<file path="config.mk">
export PLATFORM = sky130hd
export DESIGN_NAME = native_bus_interconnect_flat
export DESIGN_NICKNAME = d
export VERILOG_FILES = /design/src/rtl/native_bus_interconnect_pkg.sv /design/src/rtl/native_bus_interconnect_if.sv /design/src/rtl/native_bus_interconnect_addr_decode.sv /design/src/rtl/native_bus_interconnect.sv /design/src/flat_wrapper.sv
export SDC_FILE = /design/constraint.sdc
export NUM_CORES = 1
export LEC_CHECK = 0
export CAP_MARGIN = 15
export CORE_AREA = 2 2 134 136
export DETAILED_ROUTE_END_ITERATION = 6
export DIE_AREA = 0 0 136 138
export PLACE_DENSITY = 0.76
export SLEW_MARGIN = 20
export SYNTH_ARGS = -nofsm -noshare
export SYNTH_HDL_FRONTEND = slang
export SYNTH_SLANG_ARGS = --single-unit
</file>
<file path="constraint.sdc">
create_clock -name clk -period 2.85 [get_ports clk]
set_input_delay 0.285 -clock clk [delete_from_list [all_inputs] [get_ports clk]]
set_output_delay 0.285 -clock clk [all_outputs]
set_load 0.01 [all_outputs]
</file>
<file path="src/rtl/native_bus_interconnect_pkg.sv">
// Shared types and constants for the picorv32 native-bus interconnect.
package bus_pkg;

  typedef enum logic [1:0] {
    IDLE   = 2'd0,
    ACCESS = 2'd1,
    RESP   = 2'd2,
    ERR    = 2'd3
  } state_t;

  localparam logic [31:0] ERR_DATA_DEFAULT = 32'hDEAD_BEEF;

  typedef struct packed {
    logic        instr;
    logic [31:0] addr;
    logic [31:0] wdata;
    logic [3:0]  wstrb;
  } bus_req_t;

endpackage

</file>
<file path="src/rtl/native_bus_interconnect_if.sv">
// Core-side and slave-side native bus signals of the interconnect.
interface native_bus_interconnect_if #(
  parameter int N_SLAVES = 4
);
  logic                     m_valid;
  logic                     m_instr;
  logic [31:0]              m_addr;
  logic [31:0]              m_wdata;
  logic [3:0]               m_wstrb;
  logic                     m_ready;
  logic [31:0]              m_rdata;

  logic [N_SLAVES-1:0]      s_valid;
  logic                     s_instr;
  logic [31:0]              s_addr;
  logic [31:0]              s_wdata;
  logic [3:0]               s_wstrb;
  logic [N_SLAVES-1:0]      s_ready;
  logic [N_SLAVES*32-1:0]   s_rdata;

  logic                     bus_err;
  logic [31:0]              err_addr;

  modport master (
    output m_valid, m_instr, m_addr, m_wdata, m_wstrb,
    input  m_ready, m_rdata, bus_err, err_addr
  );

  modport slave (
    input  s_valid, s_instr, s_addr, s_wdata, s_wstrb,
    output s_ready, s_rdata
  );

  modport ic (
    input  m_valid, m_instr, m_addr, m_wdata, m_wstrb, s_ready, s_rdata,
    output m_ready, m_rdata, s_valid, s_instr, s_addr, s_wdata, s_wstrb,
           bus_err, err_addr
  );
endinterface

</file>
<file path="src/rtl/native_bus_interconnect_addr_decode.sv">
// Priority address matcher: the lowest-index slave whose (addr & mask) == base wins.
module bus_addr_decode #(
  parameter int                      N_SLAVES   = 4,
  parameter int                      SEL_W      = 2,
  parameter logic [32*N_SLAVES-1:0]  SLAVE_BASE = {N_SLAVES{32'h0}},
  parameter logic [32*N_SLAVES-1:0]  SLAVE_MASK = {N_SLAVES{32'h0}}
) (
  input  logic [31:0]      addr,
  output logic             hit,
  output logic [SEL_W-1:0] sel
);

  // Scan from the top so a lower index overwrites any higher match.
  always_comb begin
    hit = 1'b0;
    sel = '0;
    for (int i = N_SLAVES - 1; i >= 0; i--) begin
      if ((addr & SLAVE_MASK[32*i +: 32]) == SLAVE_BASE[32*i +: 32]) begin
        hit = 1'b1;
        sel = SEL_W'(i);
      end
    end
  end

endmodule

</file>
<file path="src/rtl/native_bus_interconnect.sv">
// Single-master, N-slave interconnect with registered request path,
// unmapped-address errors and slave timeouts.
module native_bus_interconnect
  import bus_pkg::*;
#(
  parameter int                      N_SLAVES   = 4,
  parameter logic [32*N_SLAVES-1:0]  SLAVE_BASE = {N_SLAVES{32'h0}},
  parameter logic [32*N_SLAVES-1:0]  SLAVE_MASK = {N_SLAVES{32'h0}},
  parameter int                      TIMEOUT    = 255,
  parameter logic [31:0]             ERR_DATA   = ERR_DATA_DEFAULT
) (
  input  logic                  clk,
  input  logic                  reset,
  native_bus_interconnect_if.ic bus
);

  // state  | meaning
  // IDLE   | wait for m_valid, decode address
  // ACCESS | s_valid to selected slave, count wait cycles
  // RESP   | response captured; m_ready issued on leaving
  // ERR    | unmapped address; error response issued on leaving
  localparam int SEL_W = (N_SLAVES > 1) ? $clog2(N_SLAVES) : 1;
  localparam int CNT_W = (TIMEOUT > 0) ? $clog2(TIMEOUT + 1) : 1;
  localparam logic [CNT_W-1:0] CNT_LAST = CNT_W'((TIMEOUT > 0) ? TIMEOUT - 1 : 0);

  state_t              state, state_d;
  bus_req_t            req, req_d;
  logic [SEL_W-1:0]    sel, sel_d;
  logic [CNT_W-1:0]    cnt, cnt_d;
  logic                err_flag, err_flag_d;
  logic [31:0]         rdata, rdata_d;
  logic                m_ready_q, m_ready_d;
  logic                bus_err_q, bus_err_d;
  logic [31:0]         err_addr_q, err_addr_d;
  logic [N_SLAVES-1:0] s_valid_q, s_valid_d;

  logic                dec_hit;
  logic [SEL_W-1:0]    dec_sel;
  logic                sel_ready;
  logic [31:0]         sel_rdata;

  bus_addr_decode #(
    .N_SLAVES   (N_SLAVES),
    .SEL_W      (SEL_W),
    .SLAVE_BASE (SLAVE_BASE),
    .SLAVE_MASK (SLAVE_MASK)
  ) u_decode (
    .addr (bus.m_addr),
    .hit  (dec_hit),
    .sel  (dec_sel)
  );

  assign sel_ready = bus.s_ready[sel];
  assign sel_rdata = bus.s_rdata[32*sel +: 32];

  always_comb begin
    state_d    = state;
    req_d      = req;
    sel_d      = sel;
    cnt_d      = cnt;
    err_flag_d = err_flag;
    rdata_d    = rdata;
    m_ready_d  = 1'b0;
    bus_err_d  = 1'b0;
    err_addr_d = err_addr_q;
    s_valid_d  = '0;
    case (state)
      IDLE: begin
        if (bus.m_valid) begin
          if (dec_hit) begin
            req_d      = '{instr: bus.m_instr, addr: bus.m_addr,
                           wdata: bus.m_wdata, wstrb: bus.m_wstrb};
            sel_d      = dec_sel;
            cnt_d      = '0;
            err_flag_d = 1'b0;
            state_d    = ACCESS;
          end else begin
            err_addr_d = bus.m_addr;
            rdata_d    = ERR_DATA;
            state_d    = ERR;
          end
        end
      end
      ACCESS: begin
        if (sel_ready) begin
          rdata_d = sel_rdata;
          state_d = RESP;
        end else if (TIMEOUT != 0 && cnt == CNT_LAST) begin
          rdata_d    = ERR_DATA;
          err_flag_d = 1'b1;
          state_d    = RESP;
        end else if (cnt != '1) begin
          cnt_d = cnt + CNT_W'(1);
        end
      end
      RESP: begin
        m_ready_d = 1'b1;
        if (err_flag) begin
          bus_err_d  = 1'b1;
          err_addr_d = req.addr;
        end
        state_d = IDLE;
      end
      ERR: begin
        m_ready_d = 1'b1;
        bus_err_d = 1'b1;
        state_d   = IDLE;
      end
      default: state_d = IDLE;
    endcase
    if (state_d == ACCESS) s_valid_d[sel_d] = 1'b1;
  end

  always_ff @(posedge clk) begin
    if (reset) begin
      state      <= IDLE;
      req        <= '0;
      sel        <= '0;
      cnt        <= '0;
      err_flag   <= 1'b0;
      rdata      <= '0;
      m_ready_q  <= 1'b0;
      bus_err_q  <= 1'b0;
      err_addr_q <= '0;
      s_valid_q  <= '0;
    end else begin
      state      <= state_d;
      req        <= req_d;
      sel        <= sel_d;
      cnt        <= cnt_d;
      err_flag   <= err_flag_d;
      rdata      <= rdata_d;
      m_ready_q  <= m_ready_d;
      bus_err_q  <= bus_err_d;
      err_addr_q <= err_addr_d;
      s_valid_q  <= s_valid_d;
    end
  end

  assign bus.m_ready  = m_ready_q;
  assign bus.m_rdata  = rdata;
  assign bus.s_valid  = s_valid_q;
  assign bus.s_instr  = req.instr;
  assign bus.s_addr   = req.addr;
  assign bus.s_wdata  = req.wdata;
  assign bus.s_wstrb  = req.wstrb;
  assign bus.bus_err  = bus_err_q;
  assign bus.err_addr = err_addr_q;

endmodule

</file>
<file path="src/flat_wrapper.sv">
// flat-port wrapper written by rule: the top's interface ports become plain ports
module native_bus_interconnect_flat import bus_pkg::*;
#(
  parameter int                      N_SLAVES   = 4,
  parameter logic [32*N_SLAVES-1:0]  SLAVE_BASE = {N_SLAVES{32'h0}},
  parameter logic [32*N_SLAVES-1:0]  SLAVE_MASK = {N_SLAVES{32'h0}},
  parameter int                      TIMEOUT    = 255,
  parameter logic [31:0]             ERR_DATA   = ERR_DATA_DEFAULT
)
  (clk, reset, bus_m_valid, bus_m_instr, bus_m_addr, bus_m_wdata, bus_m_wstrb, bus_s_ready, bus_s_rdata, bus_m_ready, bus_m_rdata, bus_s_valid, bus_s_instr, bus_s_addr, bus_s_wdata, bus_s_wstrb, bus_bus_err, bus_err_addr);
  native_bus_interconnect_if #(.N_SLAVES(N_SLAVES)) bus_i ();
  input  logic clk;
  input  logic reset;
  input wire logic [$bits(bus_i.m_valid)-1:0] bus_m_valid;
  input wire logic [$bits(bus_i.m_instr)-1:0] bus_m_instr;
  input wire logic [$bits(bus_i.m_addr)-1:0] bus_m_addr;
  input wire logic [$bits(bus_i.m_wdata)-1:0] bus_m_wdata;
  input wire logic [$bits(bus_i.m_wstrb)-1:0] bus_m_wstrb;
  input wire logic [$bits(bus_i.s_ready)-1:0] bus_s_ready;
  input wire logic [$bits(bus_i.s_rdata)-1:0] bus_s_rdata;
  output wire logic [$bits(bus_i.m_ready)-1:0] bus_m_ready;
  output wire logic [$bits(bus_i.m_rdata)-1:0] bus_m_rdata;
  output wire logic [$bits(bus_i.s_valid)-1:0] bus_s_valid;
  output wire logic [$bits(bus_i.s_instr)-1:0] bus_s_instr;
  output wire logic [$bits(bus_i.s_addr)-1:0] bus_s_addr;
  output wire logic [$bits(bus_i.s_wdata)-1:0] bus_s_wdata;
  output wire logic [$bits(bus_i.s_wstrb)-1:0] bus_s_wstrb;
  output wire logic [$bits(bus_i.bus_err)-1:0] bus_bus_err;
  output wire logic [$bits(bus_i.err_addr)-1:0] bus_err_addr;
  assign bus_i.m_valid = bus_m_valid;
  assign bus_i.m_instr = bus_m_instr;
  assign bus_i.m_addr = bus_m_addr;
  assign bus_i.m_wdata = bus_m_wdata;
  assign bus_i.m_wstrb = bus_m_wstrb;
  assign bus_i.s_ready = bus_s_ready;
  assign bus_i.s_rdata = bus_s_rdata;
  assign bus_m_ready = bus_i.m_ready;
  assign bus_m_rdata = bus_i.m_rdata;
  assign bus_s_valid = bus_i.s_valid;
  assign bus_s_instr = bus_i.s_instr;
  assign bus_s_addr = bus_i.s_addr;
  assign bus_s_wdata = bus_i.s_wdata;
  assign bus_s_wstrb = bus_i.s_wstrb;
  assign bus_bus_err = bus_i.bus_err;
  assign bus_err_addr = bus_i.err_addr;
  native_bus_interconnect #(.N_SLAVES(N_SLAVES), .SLAVE_BASE(SLAVE_BASE), .SLAVE_MASK(SLAVE_MASK), .TIMEOUT(TIMEOUT), .ERR_DATA(ERR_DATA)) u_core (.clk(clk), .reset(reset), .bus(bus_i));
endmodule
</file>
# [Word-level counts from Yosys, hierarchy flattened]
# Index checks and enable logic that the tools add are counted.
[word_totals] ram_bits=0 memories=0 regBits=152 elab_cells=65 output_inout_bits=139 mem_bits_ro=0 latch_bits=0 in_bits=204
[op_classes] bitwise=1 shifts=1 n_mul=0 n_div=0 n_reduce_logical=11 n_mux=24 addsub=1 eq_ne=11 order_cmp=3
[ops] operator="128-bit by 8-bit variable part select with 32-bit output" count=1
[ops] operator="32-bit 2-to-1 mux" count=2
[ops] operator="8-bit 2-to-1 mux" count=4
[ops] operator="8-bit one-hot mux with 2 select lines" count=1
[ops] operator="2-bit 2-to-1 mux" count=5
[ops] operator="8-bit by 1-bit adder with 8-bit output, second input constant" count=1
[ops] operator="8-bit equality test, second input constant" count=1
[ops] operator="8-bit inequality test, second input constant" count=1
[ops] operator="1-bit 2-to-1 mux" count=7
[ops] operator="2-bit by 3-bit < comparator with 1-bit output, second input constant" count=2
[ops] operator="2-bit inequality test, second input constant" count=3
[ops] operator="2-bit one-hot mux with 3 select lines" count=1
[ops] operator="2-bit AND reduction" count=3
[ops] operator="5-bit AND reduction" count=1
[ops] operator="2-bit by 1-bit equality test with 1-bit output, second input constant" count=2
[ops] operator="2-bit equality test, second input constant" count=2
[ops] operator="2-bit by 1-bit inequality test with 1-bit output, second input constant" count=2
[ops] operator="1-bit one-hot mux with 2 select lines" count=2
[ops] operator="4-bit AND reduction" count=1
[ops] operator="2-bit nonzero test" count=2
[ops] operator="2-bit OR reduction" count=2
[ops] operator="1-bit binary-select mux with 2-bit select" count=1
[ops] operator="1-bit demux with 2-bit select" count=1
[ops] operator="2-bit by 1-bit greater-or-equal comparator with 1-bit output, second input constant" count=1
[ops] operator="other kinds (3)" count=3

# [Longest topological paths before layout]
# Gate-level depths: netlist (run 1).
[depth] ltp_word=7 mapped_depth=8 ltp_nobuf=6

# [Modules after synthesis]
# Synthesis (run 1) repeated with hierarchy kept, for this count alone.
[hier_totals] cells_unflattened=691 area_unflattened_um2=6617.6
[modules_own_cells] module="native_bus_interconnect" instances=1 seq_area_each_um2=3042.9 cells_per_inst=686 area_per_inst_um2=6587.6
[modules_own_cells] module="bus_addr_decode" instances=1 seq_area_each_um2=0.0 cells_per_inst=5 area_per_inst_um2=30.0

# [Least setup slack after synthesis (run 1)]
# OpenSTA, ideal clock, no wires.
[synth_timing] path_type="register to register" from="register u_core.cnt[0]" to="register u_core.cnt[6]" path_buffers=0 arrival_ns=1.840 slack_ns=0.904 synth_period_minus_slack_ns=1.946 required_time_ns=2.744 path_stages_with_launch=7 setup_ns=0.106 path_cell_list="dfxtp_1 > inv_1 > ha_1 > or4b_2 > nand3_1 > nand4b_1 > o311ai_0"
[synth_via] elab_chain_len=5 word_cells_on_any_way=10 classes_between="add/sub: 1; eq/ne: 4; mux: 4; reduce/logical: 1"
[synth_rtl] item="start, declared" line="native_bus_interconnect.sv:29" text="logic [CNT_W-1:0] cnt, cnt_d;"
[synth_rtl] item="start signal, assigned" line="native_bus_interconnect.sv:130" text="cnt <= cnt_d;"
[synth_rtl] item="8-bit by 1-bit adder with 8-bit output" line="native_bus_interconnect.sv:93" text="cnt_d = cnt + CNT_W'(1);"
[synth_rtl] item="8-bit 2-to-1 mux" line="native_bus_interconnect.sv:92" text="end else if (cnt != '1) begin"
[synth_rtl] item="8-bit 2-to-1 mux" line="native_bus_interconnect.sv:88" text="end else if (TIMEOUT != 0 && cnt == CNT_LAST) begin"
[synth_rtl] item="8-bit 2-to-1 mux" line="native_bus_interconnect.sv:85" text="if (sel_ready) begin"
[synth_rtl] item="8-bit one-hot mux with 2 select lines" line="native_bus_interconnect.sv:67" text="case (state)"
# Several ways; a longest one is shown, not always the timed one. The select of a mux whose other input is x is not followed.
# A chain may end at the register's enable or synchronous reset.

# [Worst setup path after layout (run 1)]
# Ends and elaborated chain as after synthesis.

==> out/results.ini, run 1 <==
[outcome]
status=finished clean

[routing]
via_count=6573
drtIter0Drc=268
wire_per_inst_um=17.1
via_per_inst=5.05
met2_length_um=11000
drtAntennaViolNets=0
drcViolationCount=0
wl_met3_um=2030
drt-met1-wl_um=8530
routed_wl_um=22300
top_layer_used=met4
dr.pass1.iters=6

[power_and_ir_drop]
power.total_mw=5.22
vdd_drop_max_v=0.000377
powerDensity_mw_per_mm2=495
leakage_nw=3.70

[global_routing]
grt_pass1_vias=6433
grt-ovfl-total=0
antenna_found_initial=1
grtUsageTotal_pct=23.4
grt_pass1_wl_um=34500
grt_max_degree=68

[worst_setup_path]
arrival_ns=2.50
cp-end-kind=flop
crit_type=flop to flop
cp.required_ns=3.15
critPathMaxFanout=8
startpoint_type=flop

[place]
gp_congestion=0.887
dpl.hpwl_um=16300
io_buffers=342
dpl_cell_area_sq_mm=0.00998

[sta]
maxSlewViolCount=0
hold_viol=0
setup_viol=0
rsz0062_at_grt=false
clock_skew_ns=0.0148
min_period_over_period_pct=77.3
final.setup.tns_ns=0
min_period_ns=2.20
timing.fmax_ghz=0.454
worstMarginPinSlew_ns=0.748
timing.slew.headroom_pct=50.1

[logic_synthesis]
synth_fp_nets=944
syn_inst=738
ys_types=43
synth.ff_latch_count=152
ys_warn_count=0
synth_area_sq_mm=0.00638
syn_avg_cell_area_sq_um=8.64
yosysSeqAreaShare_pct=47.7

[die]
initial_core_util_pct=36.4
coreArea_sq_mm=0.0175
die_h_um=138
die_area_sq_mm=0.0188
core.rowCount=49
pin_count=343
fp.dieW_um=136

[final_layout]
layout.nets=1264
fin_util_pct=60.2
ff_latch_area_sq_mm=0.00305
multi_input_area_sq_mm=0.00308
drive_gt1_share_pct=9.06
fillers=1575
final_area_sq_mm=0.0105
area_delta_synth_final_pct=65.4

[cts]
cts_tree=built
htree_levels=4
cts.sink_count=152
postCtsResizedCells=0
cts_hold_buf=0
cts-root-buf=clkbuf_16
numCtsBuffers=17
clkSlewWorstSetupHoldPaths_ns=0.07
clock_latency_ns=0.42
cts.path.max_buffers=2
cts_setup_buffers=0

[worst_hold_path]
hold_class=input port to flop

[job]
maxCapViolations=0

[cells by family after synthesis]
| group | share of synthesized area (%) |
|---|---|
| simple gates | 22.6 |
| flops | 47.7 |
| compound gates | 12.8 |
| buf+inv | 4.12 |
| mux | 12.4 |
| fa+ha+maj | 0.392 |
[power breakdown]
group	total (mW)	switching [mW]	internal (mW)	leakage, nW
clock	2.12	0.957	1.16	0.265
combinational	0.828	0.326	0.502	2.19
sequential	2.27	0.0576	2.22	1.24
total	5.22	1.34	3.88	3.70
[area by class of cell]
| class | count | area share (%) |
|---|---|---|
| Clock inverter | 14 | 1.08 |
| Multi-Input combinational cell | 522 | 29.2 |
| Sequential cell | 152 | 28.9 |
| Clock buffer | 18 | 4.16 |
| Inverter | 4 | 0.142 |
| Tap cell | 229 | 2.72 |
| Timing Repair Buffer | 361 | 33.9 |
| Antenna cell | 1 | 0.0237 |
[worst paths after layout]
kind | startpoint | endpoint | slack, ns | cells after the start
worst max-delay path | u_core.cnt[0]$_SDFFE_PP0P_ | u_core.cnt[6]$_SDFFE_PP0P_ | 0.65 | 6
worst min register to register | u_core.bus.err_addr[15]$_SDFFE_PP0P_ | u_core.bus.err_addr[15]$_SDFFE_PP0P_ | 0.45 | 2
worst min-delay path | bus_m_wdata[15] | u_core.bus.s_wdata[15]$_SDFFE_PP0P_ | 0.41 | 3
worst max register to register | u_core.cnt[0]$_SDFFE_PP0P_ | u_core.cnt[6]$_SDFFE_PP0P_ | 0.65 | 6
[per-layer routing]
metal / vias to the layer above / GRT usage [%]
li1: 3192 / -
met1: 3073 / 26.1
met2: 265 / 40.1
met3: 43 / 7.85
met4: 0 / 10.5
met5: - / 0
[cells in the mapped netlist]
cell type    n  share of area (%)
nand2b_1     2               0.20
nor2b_1      2               0.20
o311ai_0     2               0.27
a211o_1      1               0.14
o21a_1       1               0.12
buf_1        2               0.12
a31oi_1      2               0.20
a211oi_1    11                1.3
or2_2        1              0.098
nand4_1      1              0.098
o211ai_1     6               0.71
and2_1       1              0.098
buf_2        9               0.71
dfxtp_1    152                 48
o22ai_2      1               0.20
nand2_1    216                 13
clkbuf_1    47                2.8
inv_1        4               0.24
nor4b_1      1               0.14
or3b_2       1               0.14
a21oi_1    116                9.1
nor3_1      40                3.1
buf_6        1               0.18
buf_4        1               0.12
nor4_1       2               0.20
o211a_1      1               0.16
and4_1       3               0.41
nor3b_1      2               0.24
a21bo_2      1               0.16
a22oi_1      2               0.24
ha_1         2               0.39
or4b_2       1               0.16
mux2_2       2               0.35
and3_1       4               0.39
mux4_2      33                 12
nand4b_1     4               0.55
mux2_4       1               0.24
nand3_1     20                1.6
nand3b_1     2               0.24
o21ai_0      1              0.078
a21oi_2      1               0.14
mux2i_1      1               0.16
nor2_1      34                2.0
[metrics by stage]
step                hold WS (ns)  instances  setup slack [ns]
CTS                        0.388       1299             0.647
finish                     0.409       1301             0.647
floorplan                  0.368        738             0.904
global route               0.398       1301             0.529
detailed placement         0.446       1267             0.314
global placement           0.441       1267             0.384
[worst max-delay path, cell delays in order (launching register included)]
cell and delay [ns]:
dfxtp_1 0.45, inv_1 0.07, ha_1 0.22, or4b_2 0.67, nand3_1 0.22, nand4b_1 0.15, o311ai_0 0.30
[cell usage in the layout (no fill, tap or decap), types with 6 or more instances in the layout]
cell type and count:
o211ai_1 6, nand3_1 20, buf_4 19, nand2_1 216, a211oi_1 11, clkdlybuf4s50_1 341, clkbuf_16 17, mux4_2 33
a21oi_1 116, dfxtp_1 150, nor3_1 40, nor2_1 34
[flip-flops by register name, summed over array words and instances (netlist names)]
name / count
u_core.bus.m_rdata: 32
u_core.err_flag: 1
u_core.bus.err_addr: 32
u_core.bus.m_ready: 1
u_core.bus.s_wdata: 32
u_core.state: 2
u_core.bus.s_addr: 32
u_core.bus.s_instr: 1
u_core.bus.s_valid: 4
u_core.cnt: 8
u_core.bus.bus_err: 1
u_core.sel: 2
u_core.bus.s_wstrb: 4
Power figures use the tool's default switching activity.
==> run 2: changes to the inputs <==
--- a/config.mk
+++ b/config.mk
@@ -6,10 +6,10 @@
 export NUM_CORES = 1
 export LEC_CHECK = 0
 export CAP_MARGIN = 15
-export CORE_AREA = 2 2 134 136
+export CORE_AREA = 2 2 131 133
 export DETAILED_ROUTE_END_ITERATION = 6
-export DIE_AREA = 0 0 136 138
-export PLACE_DENSITY = 0.76
+export DIE_AREA = 0 0 133 135
+export PLACE_DENSITY = 0.79
 export SLEW_MARGIN = 20
 export SYNTH_ARGS = -nofsm -noshare
 export SYNTH_HDL_FRONTEND = slang
==> constraint.sdc (replaced) <==
create_clock -name clk -period 2.23 [get_ports clk]
set_input_delay 0.223 -clock clk [delete_from_list [all_inputs] [get_ports clk]]
set_output_delay 0.223 -clock clk [all_outputs]
set_load 0.01 [all_outputs]
==> run 2 against run 1 <==
Against the previous run: clock power rose by 38%; wire length fell by 0.15%; setup slack got worse by 0.50 ns; sequential share of layout area fell by 0.25 points.
==> out/results.ini, run 2 (synthesis gave the netlist of run 1 again) <==
[outcome]
status=finished clean

[final_layout]
area_delta_synth_final_pct=66.9
ff_latch_area_sq_mm=0.00305
final_common_cell=clkdlybuf4s50_1
multi_input_area_sq_mm=0.00308
fin_util_pct=64.9
drive_gt1_share_pct=8.79
layout_common_cells=341 x clkdlybuf4s50_1, 216 x nand2_1, 150 x dfxtp_1, 116 x a21oi_1, 40 x nor3_1
layout.nets=1265
fillers=1319

[cts]
clkSlewWorstSetupHoldPaths_ns=0.06
cts.sink_count=152
cts_tree=built
htree_levels=4
cts.path.max_buffers=2
clock_latency_ns=0.42
numCtsBuffers=17
cts_setup_buffers=0
cts-root-buf=clkbuf_16

[job]
maxCapViolations=0

[die]
die_h_um=135
fp.dieW_um=133
coreArea_sq_mm=0.0164
pin_count=343
core.rowCount=47
die_area_sq_mm=0.0180
initial_core_util_pct=38.9

[routing]
drtIter0Drc=310
via_count=6589
dr.pass1.iters=4
routed_wl_um=22200
via_per_inst=5.10
drtAntennaViolNets=0
wire_per_inst_um=17.2
drcViolationCount=0

[place]
dpl.hpwl_um=16200
gp_congestion=0.885
io_buffers=342

[global_routing]
grt_pass1_wl_um=34300
grt_pass1_vias=6478
antenna_found_initial=2
grt-ovfl-total=0
grt_max_degree=73
grtUsageTotal_pct=24.2

[sta]
rsz0062_at_grt=false
setup_viol=0
hold_viol=0
timing.slew.headroom_pct=61.6
timing.fmax_ghz=0.479
min_period_ns=2.09
maxSlewViolCount=0
min_period_over_period_pct=93.5
final.setup.tns_ns=0
worstMarginPinSlew_ns=0.573
clock_skew_ns=0.00679

[power_and_ir_drop]
powerDensity_mw_per_mm2=649
vdd_drop_max_v=0.000472
leakage_nw=3.74

[worst_setup_path]
startpoint_type=flop
cp-end-kind=flop
critPathMaxFanout=8
cp.required_ns=2.52
arrival_ns=2.38
crit_type=flop to flop

[worst_hold_path]
hold_class=input port to flop

==> run 2: cell types whose count changed in the layout (fill, tap and decap cells not counted), sizes merged, moves of 2 or more <==
cell      previous run  this run
inv                 10         6
bufinv               0         3
clkbuf              18        20
clkinvlp             4         2
==> run 2: final cells by class <==
| class | instances | share of cell area [%] |
|---|---|---|
| Sequential cell | 152 | 28.6 |
| Clock buffer | 20 | 4.20 |
| Inverter | 4 | 0.141 |
| Tap cell | 220 | 2.59 |
| Antenna cell | 2 | 0.0470 |
| Timing Repair Buffer | 362 | 34.1 |
| Multi-Input combinational cell | 522 | 28.9 |
| Clock inverter | 10 | 1.36 |
==> run 2: through the flow <==
stage | hold slack (ns) | cells | worst slack (ns) | cell area [sq um] | total power [mW]
after global routing | 0.304 | 1292 | 0.0623 | 10600 | 7.17
after CTS | 0.263 | 1290 | 0.150 | 10600 | 6.96
after global placement | 0.441 | 1260 | 0.139 | 10000 | 4.03
after detailed placement | 0.446 | 1260 | 0.0741 | 10000 | 4.05
final | 0.269 | 1292 | 0.144 | 10600 | 6.90
after floorplan | 0.306 | 738 | 0.284 | 6380 | 3.34
==> run 2: path summary, 6_finish.rpt <==
| kind | start | to | slack (ns) | cells past startpoint |
|---|---|---|---|---|
| setup / recovery | u_core.cnt[1]$_SDFFE_PP0P_ | u_core.cnt[2]$_SDFFE_PP0P_ | 0.14 | 5 |
| hold / removal | reset | u_core.sel[1]$_SDFF_PP0_ | 0.27 | 2 |
| setup reg to reg | u_core.cnt[1]$_SDFFE_PP0P_ | u_core.cnt[2]$_SDFFE_PP0P_ | 0.14 | 5 |
| hold reg to reg | u_core.bus.s_wdata[6]$_SDFFE_PP0P_ | u_core.bus.s_wdata[6]$_SDFFE_PP0P_ | 0.45 | 2 |
==> run 2: timing repair <==
item	4_1_cts	5_1_grt
resized for setup	0	1
hold buffers	0	0
setup endpoints to repair	0	1
==> run 2: per-layer routing <==
layer	routed length (um)	global-route usage (%)	vias up
li1	-	-	3189
met1	8310	27.1	3030
met2	11200	42.0	328
met3	2170	8.37	42
met4	545	10.2	0
met5	0	0	-
==> run 2: critical path: stages, from the launching register on <==
cell and delay (ns):
dfxtp_1 0.38, ha_1 0.24, or4b_2 0.67, nand3_1 0.22
nand3b_1 0.13, o311ai_0 0.34
==> run 2: where the power goes <==
group | switching (mW) | leakage, nW | internal, mW
clock | 1.13 | 0.283 | 1.79
combinational | 0.424 | 2.22 | 0.656
sequential | 0.0740 | 1.24 | 2.83
==> run 3: changes to the inputs <==
--- a/config.mk
+++ b/config.mk
@@ -9,6 +9,7 @@
 export CORE_AREA = 2 2 131 133
 export DETAILED_ROUTE_END_ITERATION = 6
 export DIE_AREA = 0 0 133 135
+export GPL_ROUTABILITY_DRIVEN = 0
 export PLACE_DENSITY = 0.79
 export SLEW_MARGIN = 20
 export SYNTH_ARGS = -nofsm -noshare
==> results of run 3 <==
No change in the layout: final DEF, timing and power equal those of run 2.
